<file path="src/rtl/agv_pkg.sv">
// agv_pkg: direction, motor and sensor codes plus the motion state set shared with the path coordinator
package agv_pkg;
  localparam logic [1:0] DIR_STR = 2'b00;
  localparam logic [1:0] DIR_R = 2'b01;
  localparam logic [1:0] DIR_L = 2'b10;
  localparam logic [1:0] DIR_U = 2'b11;
  localparam logic [1:0] MOT_FWD = 2'b10;
  localparam logic [1:0] MOT_REV = 2'b01;
  localparam logic [1:0] MOT_OFF = 2'b00;
  localparam logic [2:0] LS_NONE = 3'b000;
  localparam logic [2:0] LS_NODE = 3'b111;
  localparam logic [2:0] LS_LFT = 3'b100;
  localparam logic [2:0] LS_LCT = 3'b110;
  localparam logic [2:0] LS_RGT = 3'b001;
  localparam logic [2:0] LS_RCT = 3'b011;
  typedef enum logic [2:0] {IDLE, FOLLOW, ADV, TURN_EXIT, TURN_SEEK, HALT, FAULT} state_t;
endpackage

</file>
<file path="src/rtl/agv_pwm_gen.sv">
// agv_pwm_gen: shared PWM period counter with a registered duty compare per motor
module agv_pwm_gen #(
  parameter int PERIOD = 1000,
  parameter int DW = $clog2(PERIOD + 1)
) (
  input  logic          clk,
  input  logic          rst,
  input  logic [DW-1:0] duty_l_i,
  input  logic [DW-1:0] duty_r_i,
  input  logic          en_l_i,
  input  logic          en_r_i,
  output logic          pwm_l_o,
  output logic          pwm_r_o
);
  logic [DW-1:0] cnt_q;
  logic pwm_l_q, pwm_r_q;
  // free-running period counter; enables compare against the current duties
  always_ff @(posedge clk or posedge rst)
    if (rst) begin
      cnt_q <= '0;
      pwm_l_q <= 1'b0;
      pwm_r_q <= 1'b0;
    end else begin
      cnt_q <= (cnt_q == DW'(PERIOD - 1)) ? '0 : cnt_q + 1'b1;
      pwm_l_q <= en_l_i && (cnt_q < duty_l_i);
      pwm_r_q <= en_r_i && (cnt_q < duty_r_i);
    end
  assign pwm_l_o = pwm_l_q;
  assign pwm_r_o = pwm_r_q;
endmodule

</file>
<file path="src/rtl/agv_motion_ctrl.sv">
// agv_motion_ctrl: line follower that executes node manoeuvres from the coordinator and drives the H-bridges
module agv_motion_ctrl #(
  parameter int PWM_PERIOD = 1000,
  parameter int DUTY_FWD = 800,
  parameter int DUTY_CORR = 400,
  parameter int DUTY_TURN = 600,
  parameter int ADV_CYCLES = 10_000_000,
  parameter int TURN_MIN = 5_000_000,
  parameter int LOST_CYCLES = 50_000_000
) (
  input  logic       clk,
  input  logic       rst,
  input  logic       path_ready,
  input  logic [2:0] ip_from_ls,
  input  logic [1:0] dir_info,
  input  logic       stop,
  input  logic       obj_det,
  output logic [1:0] motor_l,
  output logic [1:0] motor_r,
  output logic       pwm_l,
  output logic       pwm_r,
  output logic       node_pulse,
  output logic       busy,
  output logic       fault
);
  import agv_pkg::*;
  localparam int DW = $clog2(PWM_PERIOD + 1);
  localparam int LW = $clog2(LOST_CYCLES + 1);
  localparam int AW = $clog2(ADV_CYCLES + 1);
  localparam int TW = $clog2(TURN_MIN + 1);
  state_t state_q, state_d;
  logic [LW-1:0] lost_q, lost_d;
  logic [AW-1:0] adv_q, adv_d;
  logic [TW-1:0] turn_q, turn_d;
  logic [1:0] edge_q, edge_d, dir_q, dir_d;
  logic [1:0] motor_l_q, motor_l_d, motor_r_q, motor_r_d;
  logic [DW-1:0] duty_l_q, duty_l_d, duty_r_q, duty_r_d;
  logic armed_q, armed_d, ls1_q, node_q, node_d, busy_q, busy_d, fault_q, fault_d;
  logic frz, rise, trn;
  assign frz = obj_det && (state_q inside {FOLLOW, ADV, TURN_EXIT, TURN_SEEK});
  assign rise = ip_from_ls[1] && !ls1_q;
  // state, manoeuvre counters, node arming and centre-sensor history
  always_ff @(posedge clk or posedge rst)
    if (rst) begin
      state_q <= IDLE;
      lost_q <= '0;
      adv_q <= '0;
      turn_q <= '0;
      edge_q <= '0;
      dir_q <= DIR_STR;
      armed_q <= 1'b1;
      ls1_q <= 1'b0;
    end else begin
      state_q <= state_d;
      lost_q <= lost_d;
      adv_q <= adv_d;
      turn_q <= turn_d;
      edge_q <= edge_d;
      dir_q <= dir_d;
      armed_q <= armed_d;
      ls1_q <= ip_from_ls[1];
    end
  // next state; an obstacle freezes every counter and the state in motion states
  always_comb begin
    state_d = state_q;
    lost_d = lost_q;
    adv_d = adv_q;
    turn_d = turn_q;
    edge_d = edge_q;
    dir_d = dir_q;
    armed_d = (ip_from_ls != LS_NODE) ? 1'b1 : armed_q;
    if (!frz)
      case (state_q)
        IDLE: state_d = path_ready ? FOLLOW : IDLE;
        FOLLOW:
          if (lost_q == LW'(LOST_CYCLES)) state_d = FAULT;
          else begin
            lost_d = (ip_from_ls == LS_NONE) ? lost_q + 1'b1 : '0;
            if (ip_from_ls == LS_NODE && armed_q) begin
              state_d = ADV;
              armed_d = 1'b0;
            end
          end
        ADV:
          if (adv_q == AW'(ADV_CYCLES - 1)) begin
            adv_d = '0;
            dir_d = dir_info;
            state_d = stop ? HALT : (dir_info == DIR_STR) ? FOLLOW : TURN_EXIT;
          end else adv_d = adv_q + 1'b1;
        TURN_EXIT:
          if (turn_q == TW'(TURN_MIN - 1)) begin
            turn_d = '0;
            edge_d = '0;
            state_d = TURN_SEEK;
          end else turn_d = turn_q + 1'b1;
        TURN_SEEK: begin
          edge_d = edge_q + {1'b0, rise};
          if (edge_d == ((dir_q == DIR_U) ? 2'd2 : 2'd1)) begin
            edge_d = '0;
            lost_d = '0;
            state_d = FOLLOW;
          end
        end
        HALT: state_d = (!stop && path_ready) ? FOLLOW : HALT;
        default: state_d = state_q;
      endcase
  end
  // next outputs from the state being entered; 000 in FOLLOW keeps the last duties
  always_comb begin
    trn = state_d == TURN_EXIT || state_d == TURN_SEEK;
    motor_l_d = frz ? MOT_OFF : (state_d == FOLLOW || state_d == ADV) ? MOT_FWD :
                trn ? ((dir_d == DIR_R || dir_d == DIR_U) ? MOT_FWD : MOT_REV) : MOT_OFF;
    motor_r_d = frz ? MOT_OFF : (state_d == FOLLOW || state_d == ADV) ? MOT_FWD :
                trn ? ((dir_d == DIR_R || dir_d == DIR_U) ? MOT_REV : MOT_FWD) : MOT_OFF;
    duty_l_d = frz ? duty_l_q : state_d == ADV ? DW'(DUTY_FWD) : trn ? DW'(DUTY_TURN) :
               (state_d != FOLLOW || ip_from_ls == LS_NONE) ? duty_l_q :
               (ip_from_ls == LS_LCT || ip_from_ls == LS_LFT) ? DW'(DUTY_CORR) : DW'(DUTY_FWD);
    duty_r_d = frz ? duty_r_q : state_d == ADV ? DW'(DUTY_FWD) : trn ? DW'(DUTY_TURN) :
               (state_d != FOLLOW || ip_from_ls == LS_NONE) ? duty_r_q :
               (ip_from_ls == LS_RCT || ip_from_ls == LS_RGT) ? DW'(DUTY_CORR) : DW'(DUTY_FWD);
    node_d = !frz && state_q == FOLLOW && state_d == ADV;
    busy_d = !(state_d inside {IDLE, HALT, FAULT});
    fault_d = state_d == FAULT;
  end
  // registered drive outputs
  always_ff @(posedge clk or posedge rst)
    if (rst) begin
      motor_l_q <= MOT_OFF;
      motor_r_q <= MOT_OFF;
      duty_l_q <= '0;
      duty_r_q <= '0;
      node_q <= 1'b0;
      busy_q <= 1'b0;
      fault_q <= 1'b0;
    end else begin
      motor_l_q <= motor_l_d;
      motor_r_q <= motor_r_d;
      duty_l_q <= duty_l_d;
      duty_r_q <= duty_r_d;
      node_q <= node_d;
      busy_q <= busy_d;
      fault_q <= fault_d;
    end
  agv_pwm_gen #(.PERIOD(PWM_PERIOD), .DW(DW)) u_pwm (
    .clk(clk),
    .rst(rst),
    .duty_l_i(duty_l_q),
    .duty_r_i(duty_r_q),
    .en_l_i(motor_l_q != MOT_OFF),
    .en_r_i(motor_r_q != MOT_OFF),
    .pwm_l_o(pwm_l),
    .pwm_r_o(pwm_r)
  );
  assign motor_l = motor_l_q;
  assign motor_r = motor_r_q;
  assign node_pulse = node_q;
  assign busy = busy_q;
  assign fault = fault_q;
endmodule

</file>
<file path="config.mk">
export PLATFORM = sky130hd
export DESIGN_NAME = agv_motion_ctrl
export DESIGN_NICKNAME = d
export VERILOG_FILES = /design/src/rtl/agv_pkg.sv /design/src/rtl/agv_pwm_gen.sv /design/src/rtl/agv_motion_ctrl.sv
export SDC_FILE = /design/constraint.sdc
export NUM_CORES = 1
export LEC_CHECK = 0
export CORE_AREA = 2 2 94 186
export DETAILED_ROUTE_END_ITERATION = 8
export DIE_AREA = 0 0 96 188
export SLEW_MARGIN = 10
export SYNTH_ARGS = -nofsm -noshare
export SYNTH_HDL_FRONTEND = slang
export SYNTH_SLANG_ARGS = --single-unit
</file>
<file path="constraint.sdc">
create_clock -name clk -period 3.93 [get_ports clk]
set_input_delay 0.393 -clock clk [delete_from_list [all_inputs] [get_ports clk]]
set_output_delay 0.393 -clock clk [all_outputs]
set_load 0.02 [all_outputs]
</file>
==> metrics list <==
- Run status: completed
- The slowest stage of the critical path is the or4_1 cell.
- Detailed router's first-iteration violation count: 275
- Relative to the synthesized area, the layout overhead comes to 12.98%.
* Vias in the first global route: 4695
* Floorplan row count: 67
- The clock passes through at most 2 buffers.
- Dividing the final minimum period by the clock period gives 0.8323.
* Max-cap violations: 0
- For this configuration, the core starts out at a cell density of 0.3526.
- Post-CTS setup buffer count: 0
- Along the worst path, the maximum fanout reaches 12.
* Worst-skew pair later-pin latency: 360 ps
- Min Tclk post-route: 3271 ps
- In the final layout, the share of cells above drive strength 1 is 0.06426.
- CTS Root Buffer Type: clkbuf_16
* Syn Nets: 637
- The worst setup path is of the in -> reg kind.
- After synthesis, the netlist uses 59 different library cells.
- The largest single stage delay on the critical path is 590 ps.
* Leading register cell type out of synthesis: dfrtp_1
- The worst setup path is captured at a register.
- Clock tree from TritonCTS: yes
- Die Footprint: 18050 um^2
* Power density relative to cell area: 483.3 nW/um^2
- The pre-antenna-repair detailed-routing pass consisted of 5 iterations.
- Of the synthesized area, sequential elements account for 0.4725.
- The first global-routing pass estimated 22.74 mm of wire.
* Cell type group with the largest total delay on the critical path: simple AND/OR/NAND/NOR gates
* Remaining routing DRC violations: 0
- Cells traversed along the worst timing path: clkdlybuf4s50_1 > nor2b_1 > ha_1 > and3b_1 > mux2i_1 > or3_1 > a211oi_1 > nand3_1 > or4_1 > a21oi_1
- For this design the top-level I/O count stands at 19.
- Clock-pin slew was measured on the worst setup and hold paths at 80 ps.
- Once layout is done, the placed cells without fillers occupy 6645 um^2.
- Cell taking the most area after synthesis: dfrtp_1
* Via Count: 4603
* Data required, critical path: 4220 ps
* Placed cell areas: 6341 um^2
- IR analysis of the VDD net gives a maximum drop of 0.2012 mV.
* Number of enable flip-flop cells after synthesis: 0
- Footprint of the multi-input gates: 2935 um^2
* Routed WL per cell: 15.93 um
- Once layout is complete, the utilization of the core stands at 0.3983.
- The share of synthesized area in the top cell type comes to 0.4680.
- A synthesized cell averages 9.627 um^2.
- Pin count of the biggest net entering global routing: 60
* Remaining Overflow, GRT: 0
- Setup-violating endpoint count in the final report: 0
* Wire length reported by the detailed router: 13.46 mm
- Final hold violations: 0
- The completed layout was analyzed and its total power is 0.003211 W.
- Initial antenna violation count: 0
- Most common cell in the synthesized netlist: dfrtp_1
* Height of the die: 188 um
- Post-route worst hold slack: 458.5 ps
- Via density: 5.447
- Die outline width: 96 um
- Placer's final routability congestion estimate: 0.8054
* Dominant cells by area after synthesis: dfrtp_1, xnor2_1, xor2_1, nor2_1, ha_1
* Final sum of negative setup slack: 0 ps
- Static timing analysis puts the maximum clock frequency at 305.7 MHz.
- Data arrives at the worst endpoint at 3560 ps.
* Startpoint class of the critical path: primary input
- # hold bufs at CTS: 0
- In this run, synthesis produced a sequential element count of 111.
- In the final layout, flip-flops and latches occupy 2779 um^2.
- Number of clock buffers inserted by TritonCTS: 9
- Measured against its own limit, the worst slew margin works out to 0.4463.
- Summed over all nets, the half-perimeter wirelength after detailed placement is 9.924 mm.
* Worst path bufs/invs: 1
- Counting the fill cells in the layout gives 1627.
- The number of max-slew violations in the final report came to 0.
* Number of clock sinks: 111
- The Yosys step of the flow raised 0 warnings.
- For this run, the post-layout net count is 659.
- Commonest cells post-synth: dfrtp_1, nor2_1, nand2_1, o21ai_0
- Number of antenna diodes: 0
* Number of port buffers: 18
- The path class of the tightest hold or removal check is reg -> reg.
- Counting every instance in the synthesized netlist gives 611.
- In this run the remaining antenna-violating nets after routing total 0.
- Overall fraction of global-route tracks in use: 0.1614
* Final Skew: 10.25 ps
- Leakage: 2.850 nW
* Number of H-tree levels: 3
* Post-cts gate resize count: 0
* Area of the core region: 16680 um^2
* Async set or reset register ratio after synthesis: 1.000
* Cell area after synthesis: 5882 um^2
* Unrepaired setup endpoints after global routing: false
- For the pin with the worst max-slew slack, the measured transition is 828.8 ps.
[sequential cells by signal, indices dropped and copies added, names as in the netlist, named ones only]
name           count
lost_q            26
adv_q             24
turn_q            23
u_pwm.cnt_q       10
duty_l_q           6
duty_r_q           4
state_q            3
edge_q             2
motor_l            2
motor_r            2
armed_q            1
busy               1
dir_q              1
fault              1
ls1_q              1
node_pulse         1
u_pwm.pwm_l_o      1
u_pwm.pwm_r_o      1
[cells by family (layout without fill, tap and decap cells)]
kind of cell,count (synthesis),after routing,synth area share
AND/OR/NAND/NOR,260,260,0.2408
multiplexers,6,6,0.01085
XOR/XNOR,56,56,0.08339
AO/OA/AOI/OAI,118,118,0.1300
buffers and inverters,44,71,0.02850
flip-flops,111,111,0.4725
adder cells (fa/ha/maj),16,16,0.03403
[layer usage]
metal / vias to the layer above / wire, um / GRT usage
met1: 2312 / 5410 / 0.1848
met2: 53 / 7506 / 0.2839
li1: 2219 / - / -
met3: 19 / 221 / 0.02089
met5: - / 0 / 0
met4: 0 / 323 / 0.08187
[cell type report]
cell class | instances | share of cell area
repair buffers | 27 | 0.03916
clock inverters | 6 | 0.01130
clock buffers | 10 | 0.03446
well taps | 207 | 0.03898
flip-flops and latches | 111 | 0.4182
multi-input cells | 456 | 0.4417
inverters | 28 | 0.01619
[power breakdown]
part / total, W / internal (W) / switching, W
sequential: 0.00137 / 0.00126 / 0.000108
clock: 0.000956 / 0.000507 / 0.000449
combinational: 0.000883 / 0.000382 / 0.000502
total: 0.00321 / 0.00215 / 0.00106
[through the flow]
step,cells,setup slack (ps)
6_report,845,659.1
5_1_grt,845,437.8
4_1_cts,845,659.1
3_5_place_dp,829,271.9
3_3_place_gp,829,388.3
2_1_floorplan,611,608.0
[final timing paths]
| kind | from | end | slack (ps) | cells after the start |
|---|---|---|---|---|
| setup / recovery | ip_from_ls[1] | lost_q[25] | 660 | 10 |
| hold / removal | u_pwm.cnt_q[0] | u_pwm.cnt_q[0] | 460 | 1 |
| setup reg to reg | turn_q[20] | motor_r[1] | 830 | 7 |
| hold reg to reg | u_pwm.cnt_q[0] | u_pwm.cnt_q[0] | 460 | 1 |
| max in group asynchronous | rst | armed_q | 2600 | 3 |
| min in group asynchronous | rst | lost_q[3] | 520 | 2 |
[placed cells by master (no fill, tap or decap), drive strengths merged, types with 4 or more instances in the layout]
cell and n:
a211oi 7, a21o 14, a21oi 23, and2 4
and3 16, and4 4, buf 9, clkbuf 10
clkdlybuf4s50 18, dfrtp 110, ha 16, inv 32
nand2 46, nand2b 6, nand3 28, nand4 22
nor2 54, nor2b 7, nor3 18, nor4 5
nor4b 4, o21a 5, o21ai 42, o31ai 10
or2 5, or3 17, or4 5, or4b 6
xnor2 28, xor2 28
Power figures use the tool's default switching activity.
